File: src/rtl/rom_download_writer.sv
// Buffers mist_io ROM download bytes (index 0) into the fixed SDRAM ROM slots of both
// model banks, holding each write until the SDRAM controller accepts it on a clkref slot.
module rom_download_writer #(
    parameter int unsigned DEPTH = 4,
    parameter int unsigned AW    = 23
) (
    input  logic          clk_sys,
    input  logic          reset,
    input  logic          ioctl_download,
    input  logic [7:0]    ioctl_index,
    input  logic          ioctl_wr,
    input  logic [24:0]   ioctl_addr,
    input  logic [7:0]    ioctl_dout,
    input  logic          clkref,
    output logic          mem_we,
    output logic [AW-1:0] mem_addr,
    output logic          mem_bank,
    output logic [7:0]    mem_din,
    output logic          busy,
    output logic          done,
    output logic          error,
    output logic [17:0]   byte_count,
    output logic [15:0]   checksum
);
    localparam int unsigned PW = (DEPTH > 1) ? $clog2(DEPTH) : 1;
    localparam int unsigned FW = PW + 1;

    typedef struct packed {
        logic          bank;
        logic [AW-1:0] addr;
        logic [7:0]    data;
    } entry_t;

    typedef enum logic [1:0] {
        S_IDLE  = 2'd0,
        S_LOAD  = 2'd1,
        S_DRAIN = 2'd2,
        S_DONE  = 2'd3
    } state_t;

    state_t          state;
    state_t          state_next;
    logic            clear_c;
    logic            active_c;
    logic            active_q;
    logic            rise_c;
    logic            fall_c;
    logic [10:0]     slot_k_c;
    logic [8:0]      slot_c;
    logic            in_range_c;
    entry_t          wr_entry_c;
    logic            pop_c;
    logic            full_c;
    logic            wr_req_c;
    logic            push_c;
    logic            err_c;
    entry_t          fifo [DEPTH];
    logic [PW-1:0]   rd_ptr;
    logic [PW-1:0]   wr_ptr;
    logic [PW-1:0]   rd_inc_c;
    logic [FW-1:0]   fill;

    assign active_c = ioctl_download & (ioctl_index == 8'd0);
    assign rise_c   = active_c & ~active_q;
    assign fall_c   = ~active_c & active_q;

    // Image offset to SDRAM slot; both banks share the same four slot bases.
    always_comb begin
        slot_c     = 9'h000;
        slot_k_c   = ioctl_addr[24:14];
        in_range_c = (slot_k_c[10:3] == 8'd0);
        case (slot_k_c[1:0])
            2'd0:    slot_c = 9'h000;
            2'd1:    slot_c = 9'h100;
            2'd2:    slot_c = 9'h107;
            default: slot_c = 9'h1FF;
        endcase
        wr_entry_c.bank = slot_k_c[2];
        wr_entry_c.addr = AW'({slot_c, ioctl_addr[13:0]});
        wr_entry_c.data = ioctl_dout;
    end

    assign pop_c    = mem_we & clkref;
    assign full_c   = (fill == FW'(DEPTH));
    assign wr_req_c = (state == S_LOAD) & active_c & ioctl_wr;
    assign push_c   = wr_req_c & in_range_c & (~full_c | pop_c);
    assign err_c    = wr_req_c & (~in_range_c | (full_c & ~pop_c));
    assign rd_inc_c = rd_ptr + PW'(1);

    always_ff @(posedge clk_sys or posedge reset) begin
        if (reset) begin
            active_q <= 1'b0;
        end else begin
            active_q <= active_c;
        end
    end

    // Storage array carries no reset; validity is tracked by fill.
    always_ff @(posedge clk_sys) begin
        if (push_c) begin
            fifo[wr_ptr] <= wr_entry_c;
        end
    end

    // Pointers, fill level and the registered head entry presented to the SDRAM.
    always_ff @(posedge clk_sys or posedge reset) begin
        if (reset) begin
            rd_ptr   <= '0;
            wr_ptr   <= '0;
            fill     <= '0;
            mem_we   <= 1'b0;
            mem_addr <= '0;
            mem_bank <= 1'b0;
            mem_din  <= 8'd0;
        end else begin
            if (push_c) begin
                wr_ptr <= wr_ptr + PW'(1);
            end
            if (pop_c) begin
                rd_ptr <= rd_inc_c;
            end
            case ({push_c, pop_c})
                2'b10:   fill <= fill + FW'(1);
                2'b01:   fill <= fill - FW'(1);
                default: fill <= fill;
            endcase
            if (pop_c) begin
                if (fill > FW'(1)) begin
                    mem_we   <= 1'b1;
                    mem_bank <= fifo[rd_inc_c].bank;
                    mem_addr <= fifo[rd_inc_c].addr;
                    mem_din  <= fifo[rd_inc_c].data;
                end else if (push_c) begin
                    mem_we   <= 1'b1;
                    mem_bank <= wr_entry_c.bank;
                    mem_addr <= wr_entry_c.addr;
                    mem_din  <= wr_entry_c.data;
                end else begin
                    mem_we <= 1'b0;
                end
            end else if ((fill == '0) && push_c) begin
                mem_we   <= 1'b1;
                mem_bank <= wr_entry_c.bank;
                mem_addr <= wr_entry_c.addr;
                mem_din  <= wr_entry_c.data;
            end
        end
    end

    // Load statistics, cleared whenever a new load starts.
    always_ff @(posedge clk_sys or posedge reset) begin
        if (reset) begin
            byte_count <= 18'd0;
            checksum   <= 16'd0;
            error      <= 1'b0;
        end else if (clear_c) begin
            byte_count <= 18'd0;
            checksum   <= 16'd0;
            error      <= 1'b0;
        end else begin
            if (push_c) begin
                if (byte_count != '1) begin
                    byte_count <= byte_count + 18'd1;
                end
                checksum <= checksum + {8'd0, ioctl_dout};
            end
            if (err_c) begin
                error <= 1'b1;
            end
        end
    end

    always_ff @(posedge clk_sys or posedge reset) begin
        if (reset) begin
            state <= S_IDLE;
            busy  <= 1'b0;
            done  <= 1'b0;
        end else begin
            state <= state_next;
            busy  <= (state_next == S_LOAD) || (state_next == S_DRAIN);
            done  <= (state_next == S_DONE);
        end
    end

    always_comb begin
        state_next = state;
        clear_c    = 1'b0;
        case (state)
            S_IDLE: begin
                if (rise_c) begin
                    state_next = S_LOAD;
                    clear_c    = 1'b1;
                end
            end
            S_LOAD: begin
                if (fall_c) begin
                    state_next = S_DRAIN;
                end
            end
            S_DRAIN: begin
                if (rise_c) begin
                    state_next = S_LOAD;
                    clear_c    = 1'b1;
                end else if (fill == '0) begin
                    state_next = S_DONE;
                end
            end
            S_DONE: begin
                state_next = S_IDLE;
            end
            default: begin
                state_next = S_IDLE;
            end
        endcase
    end

endmodule
File: config.mk
export PLATFORM = sky130hd
export DESIGN_NAME = rom_download_writer
export DESIGN_NICKNAME = d
export VERILOG_FILES = /design/src/rtl/rom_download_writer.sv
export SDC_FILE = /design/constraint.sdc
export NUM_CORES = 1
export LEC_CHECK = 0
export CORE_MARGIN = 10
export CORE_UTILIZATION = 30
export CTS_CLUSTER_SIZE = 24
export DETAILED_ROUTE_END_ITERATION = 12
export SYNTH_ARGS = -nofsm -noshare
export SYNTH_HDL_FRONTEND = slang
export SYNTH_SLANG_ARGS = --single-unit
File: constraint.sdc
create_clock -name clk_sys -period 2.5 [get_ports clk_sys]
set_input_delay 0.5 -clock clk_sys [delete_from_list [all_inputs] [get_ports clk_sys]]
set_output_delay 0.5 -clock clk_sys [all_outputs]
set_load 0.05 [all_outputs]
## Word level (Yosys, flattened, before mapping)

Memory sizes are Yosys's and may differ from the RTL's.
Index checks and enable logic that the tools add are counted.

- $add $sub $neg: 6
- Multiply operators: 0
- Divide/modulo/power cells: 0
- Order comparisons: 1
- Equality and inequality tests: 13
- Shift operators: 0
- Multiplexer cells: 33
- Bitwise gates (word level): 17
- Reductions and logical operators: 15

Operators with widths:

| kind | count |
|---|---|
| 2-to-1 mux 23 bit | 4 |
| 2-to-1 mux 18 bit | 3 |
| 2-to-1 mux 16 bit | 2 |
| 2-to-1 mux 8 bit | 4 |
| case mux 9 bit (3 select lines) | 1 |
| adder 18 x 1 -> 18 bit (second input constant) | 1 |
| != test 18 bit (second input constant) | 1 |
| adder 16 x 8 -> 16 bit | 1 |
| zero test 8 bit | 2 |
| 2-to-1 mux 1 bit | 13 |
| equality test 2 bit (second input constant) | 6 |
| AND 1 bit | 10 |
| nonzero test 2 bit | 5 |
| equality test 2 x 1 -> 1 bit (second input constant) | 4 |
| 2-to-1 mux 2 bit | 4 |
| case mux 2 bit (4 select lines) | 1 |
| case mux 3 bit (2 select lines) | 1 |
| inverter 1 bit | 5 |
| adder 2 x 1 -> 2 bit (second input constant) | 2 |
| zero test 2 bit | 2 |
| AND reduction 2 bit | 2 |
| adder 3 x 1 -> 3 bit (second input constant) | 1 |
| equality test 3 bit (second input constant) | 1 |
| greater-than comparator 3 x 1 -> 1 bit (second input constant) | 1 |
| 7 further kinds | 8 |

- Flip-flop bits (word level): 80
- Bits in latches: 0
- Bits in writable memories: 128
- ROM bits: 0
- Word-level logic and storage cells: 100
- Memories: 1

Memories:

| memory | words | width | rd ports | clocked after Yosys merged registers in | wr ports | RTL line | source |
|---|---|---|---|---|---|---|---|
| fifo | 4 | 32 | 1 | 0 | 1 | 57 | `entry_t fifo [DEPTH];` |

## Logic depth before layout (Yosys ltp)

- Word-level depth: 9
- Mapped depth: 8
- Depth with buffers taken out: 8

## Worst setup path after synthesis

No wires, ideal clock.

- Path type: input to register
- Start: input port ioctl_addr[18]
- End: memory fifo[0][0] (netlist name), enable pin
- Library setup time: 0.385 ns
- Arrival time: 2.284 ns
- Data required time: 2.115 ns
- Slack: -0.169 ns
- Stages: 5
- Cells stage by stage: or4_1 -> nor2_1 -> nand3_1 -> nor2b_1 -> and2_1

- Word-level cells in the longest chain between the ends: 5

RTL lines:

| what | RTL line | source |
|---|---|---|
| start, declared | 12 | `input logic [24:0] ioctl_addr,` |
| zero test 8 bit | 71 | `in_range_c = (slot_k_c[10:3] == 8'd0);` |
| AND 1 bit (2 in series) | 86 | `assign push_c = wr_req_c & in_range_c & (~full_c \| pop_c);` |
| 2-to-1 mux 1 bit | 100 | `if (push_c) begin` |
| 2-to-1 mux 1 bit (not written as such) | 101 | `fifo[wr_ptr] <= wr_entry_c;` |
| end, declared | 57 |  |

No other way between the ends.

## Final worst setup path

- Start: input port ioctl_addr[18]
- End: register byte_count[4]

- Word-level cells in the longest chain between the ends: 5

RTL lines:

| what | RTL line | source |
|---|---|---|
| zero test 8 bit | 71 |  |
| AND 1 bit (2 in series) | 86 |  |
| nonzero test 2 bit (no source line) | - |  |
| AND reduction 2 bit (no source line) | - |  |
| end signal, assigned | 163 | `byte_count <= byte_count + 18'd1;` |
| end, declared | 22 | `output logic [17:0] byte_count,` |

No other way between the ends.
A chain may end at the register's enable or synchronous reset.

==> impl_table.tex <==
\begin{tabular}{lr}
\hline
Metric & Value \\
\hline
\multicolumn{2}{l}{\textbf{Run status}} \\
Status & complete, no violations \\
\multicolumn{2}{l}{\textbf{Synth}} \\
Xor/xnor cell area share of the yosys netlist & 1.096\% \\
Number of instances in the synthesized netlist & 546 \\
Dominant cell type by area after synthesis & sky130\_fd\_sc\_hd\_\_edfxtp\_1 \\
Largest cells by area after synthesis & sky130\_fd\_sc\_hd\_\_edfxtp\_1, sky130\_fd\_sc\_hd\_\_dfrtp\_1, sky130\_fd\_sc\_hd\_\_mux4\_2, sky130\_fd\_sc\_hd\_\_mux2\_2, sky130\_fd\_sc\_hd\_\_ha\_1 \\
Register area share after synthesis & 62.26\% \\
Post-synth net total & 610 \\
Top cell type's share of synthesized area & 39.09\% \\
Simple logic cell fraction of the synthesized area & 9.349\% \\
Number of flops mapped to enable cells by yosys & 104 \\
Flip-flop cell with the highest count after synthesis & sky130\_fd\_sc\_hd\_\_edfxtp\_1 \\
Count of state elements after synthesis & 178 \\
Top cell types by occurrence after synthesis & sky130\_fd\_sc\_hd\_\_edfxtp\_1, sky130\_fd\_sc\_hd\_\_dfrtp\_1, sky130\_fd\_sc\_hd\_\_mux2\_2 \\
Post-synthesis adder-cell area fraction & 2.913\% \\
Syn avg cell area & 14.63 um2 \\
Area fraction in compound gates after synthesis & 6.937\% \\
Post-Synthesis Cell Area & 7990 um2 \\
Synth cell types & 60 \\
Share of synthesized area spent on multiplexers & 15.13\% \\
Largest family of logic cells by synthesized area & multiplexers \\
Share of async-settable or async-resettable flops after synthesis & 41.57\% \\
Number of warnings issued by yosys & 0 \\
Most common cell in the netlist & sky130\_fd\_sc\_hd\_\_edfxtp\_1 \\
\multicolumn{2}{l}{\textbf{Final layout}} \\
Number of antenna cells inserted & 0 \\
Fill cell instance count of the final layout & 2429 \\
Number of standard cells in the final layout excluding fillers & 1077 \\
Layout overhead on the synthesized area & 35.88\% \\
Final-stage net count & 793 \\
Fraction of final layout cells sized beyond drive strength 1 & 26.82\% \\
\multicolumn{2}{l}{\textbf{Placed design}} \\
IO Port Bufs & 115 \\
HPWL reported at the end of detailed placement & 13.95 mm \\
Placer congestion estimate & 0.8091 \\
Cell count after placement & 1045 \\
\multicolumn{2}{l}{\textbf{STA}} \\
Final count of pins violating max slew & 0 \\
Worst Tran Pin Value & 637.3 ps \\
Period Utilization, post-route & 96.68\% \\
Number of setup violations in the final report & 0 \\
Min Tclk post-route & 2417 ps \\
Remaining max-slew budget at the tightest pin & 57.19\% \\
Fin. Hold Viols & 0 \\
Timing-limited maximum frequency & 413.7 MHz \\
Largest clock skew in the final design & 9.567 ps \\
RSZ-0062 raised after global routing & no \\
\multicolumn{2}{l}{\textbf{Detailed routing}} \\
Routed length per instance & 18.16 um \\
Via count & 5310 \\
Post-detailed-routing wire length & 19.56 mm \\
Routed Antenna Nets & 0 \\
Initial DRC Count & 414 \\
First drt pass iteration count & 6 \\
Drt via density & 4.930 \\
Final routed DRC violation total & 0 \\
\multicolumn{2}{l}{\textbf{Clock network}} \\
CTS tree & yes \\
Clock slew seen by the registers of the worst setup and hold paths & 70 ps \\
CTS Buf Count & 17 \\
CTS root buf & sky130\_fd\_sc\_hd\_\_clkbuf\_16 \\
Maximum level of the CTS H-tree & 4 \\
Longest Clk Path Bufs & 2 \\
Number of sinks handled by clock tree synthesis & 178 \\
Insertion delay of the later-clocked pin in the worst-skew pair & 440 ps \\
Post-CTS setup buffer count & 0 \\
\multicolumn{2}{l}{\textbf{Die}} \\
Row count & 59 \\
Initial core utilization & 30.58\% \\
Core Region & 26130 um2 \\
Height of the chip & 183.2 um \\
Die ar. & 33560 um2 \\
Floorplan die width & 183.2 um \\
Number of top-level pins & 116 \\
\multicolumn{2}{l}{\textbf{Worst setup path}} \\
Arrival time of data at the critical path endpoint & 2790 ps \\
Cell breakdown of the critical path & clkdlybuf4s50\_1 -> or4\_4 -> a311o\_1 -> a311o\_1 -> buf\_6 -> or4\_1 -> nand2\_1 \\
Worst path top cell family by delay & simple AND/OR/NAND/NOR gates \\
Launching element type of the critical path & input port \\
Cell count along the critical path & 7 \\
Data required time of the critical path & 2870 ps \\
Reg2reg path depth & 9 \\
Kind of end point of the critical path & flip-flop \\
Setup Crit Path Kind & input port to flip-flop \\
Critical-path cell with the highest stage delay & sky130\_fd\_sc\_hd\_\_or4\_4 \\
Largest stage delay on the critical path & 560 ps \\
Most used cell, CP & sky130\_fd\_sc\_hd\_\_a311o\_1 \\
Sum of buffers and inverters on the critical path & 2 \\
Critical-path maximum fanout & 16 \\
\multicolumn{2}{l}{\textbf{Power and ir drop}} \\
Total power consumption of the routed design & 6.197 mW \\
Power density over the cells & 570.8 nW/um2 \\
VDD IR max & 0.4758 mV \\
Static leakage & 4.144 nW \\
\multicolumn{2}{l}{\textbf{Flow run}} \\
Number of max-cap violations & 0 \\
\multicolumn{2}{l}{\textbf{GRT}} \\
All-layer global routing usage & 11.89\% \\
Wire length of the first global-routing pass & 31.23 mm \\
Initial antenna violation count & 0 \\
Via count of the first global-routing pass & 5556 \\
Gr ovfl total & 0 \\
Pin count of the biggest net entering global routing & 34 \\
\multicolumn{2}{l}{\textbf{Min path}} \\
Class of the worst hold path & input port to asynchronous set/reset pin \\
\hline
\end{tabular}
## metal layers
layer,GRT usage [%],part of all wire (%),vias to the layer above
li1,-,-,2494
met1,15.12,45,2636
met2,18.56,46,158
met3,4.348,7.9,22
met4,3.541,1.1,0
met5,0,0,-
## report_power, final
group | internal (mW) | total (mW) | switching (mW)
logic | 0.126 | 0.248 | 0.122
clock network | 1.56 | 2.82 | 1.27
registers | 3.12 | 3.13 | 0.00619
## kinds of logic (layout without fill, tap and decap cells)
group,count (synthesis),count (layout)
AND/OR/NAND/NOR,137,137
AO/OA/AOI/OAI,80,80
multiplexers,82,82
flip-flops,178,178
adder cells (fa/ha/maj),18,18
buffers and inverters,41,237
XOR/XNOR,10,10
## cell usage in the layout, fill, tap and decap left out, types with 7 or more instances in the layout
| master | instances |
|---|---|
| sky130_fd_sc_hd__buf_12 | 14 |
| sky130_fd_sc_hd__a21oi_1 | 13 |
| sky130_fd_sc_hd__or4_1 | 7 |
| sky130_fd_sc_hd__mux4_2 | 26 |
| sky130_fd_sc_hd__ha_1 | 17 |
| sky130_fd_sc_hd__mux2_2 | 48 |
| sky130_fd_sc_hd__nand3_1 | 26 |
| sky130_fd_sc_hd__nor4_1 | 7 |
| sky130_fd_sc_hd__dfrtp_1 | 70 |
| sky130_fd_sc_hd__o21ai_0 | 18 |
| sky130_fd_sc_hd__nor2_1 | 11 |
| sky130_fd_sc_hd__buf_4 | 60 |
| sky130_fd_sc_hd__inv_1 | 14 |
| sky130_fd_sc_hd__nand4_1 | 10 |
| sky130_fd_sc_hd__nand2_1 | 28 |
| sky130_fd_sc_hd__clkdlybuf4s50_1 | 114 |
| sky130_fd_sc_hd__nand2b_1 | 8 |
| sky130_fd_sc_hd__clkbuf_16 | 17 |
| sky130_fd_sc_hd__edfxtp_1 | 104 |
## flip-flops by register name, summed over array words and instances, names as in the netlist
| signal | flops |
|---|---|
| wr_ptr | 2 |
| state | 2 |
| rd_ptr | 2 |
| mem_din | 8 |
| fill | 3 |
| fifo | 104 |
| checksum | 16 |
| busy | 1 |
| mem_we | 1 |
| mem_bank | 1 |
| active_q | 1 |
| mem_addr | 17 |
| done | 1 |
| byte_count | 18 |
| error | 1 |
## metrics by stage
stage	setup TNS [ps]	util (%)	worst slack, ps	area [um2]	hold slack [ps]
final	0	41.54	82.92	10860	420.0
after global routing	0	41.54	6.785	10860	447.1
after CTS	0	41.47	35.70	10840	429.5
after detailed placement	-48010	39.04	-452.4	10200	492.3
after global placement	-44560	39.04	-397.0	10200	481.7
after floorplan	-140.9	-	-46.97	7999	473.3
## layout make-up
class	count	area (um2)	share of cell area, %
clock buffers	18	439.2	4.045
clock inverters	14	190.2	1.752
repair buffers	190	1896	17.46
multi-input cells	327	2875	26.48
flip-flops and latches	178	4980	45.87
inverters	15	57.56	0.5301
well taps	335	419.2	3.861
## path summary, 6_finish.rpt
path | start | to | slack [ps]
max | ioctl_addr[18] | byte_count[4]$_DFFE_PP0P_ | 80
min | reset | wr_ptr[0]$_DFFE_PP0P_ | 420
max reg2reg | byte_count[0]$_DFFE_PP0P_ | byte_count[14]$_DFFE_PP0P_ | 180
min reg2reg | mem_addr[6]$_DFFE_PP0P_ | mem_addr[6]$_DFFE_PP0P_ | 500
max in group asynchronous | reset | fill[1]$_DFFE_PP0P_ | 1500
min in group clk_sys | ioctl_dout[1] | fifo[1][1]$_DFFE_PP_ | 470
## timing repair
action	4_1_cts	5_1_grt
setup endpoints to repair	2	111
hold buffers	0	0
resized for setup	1	5
pin swaps	0	1
(Power assumes the default switching activity.)
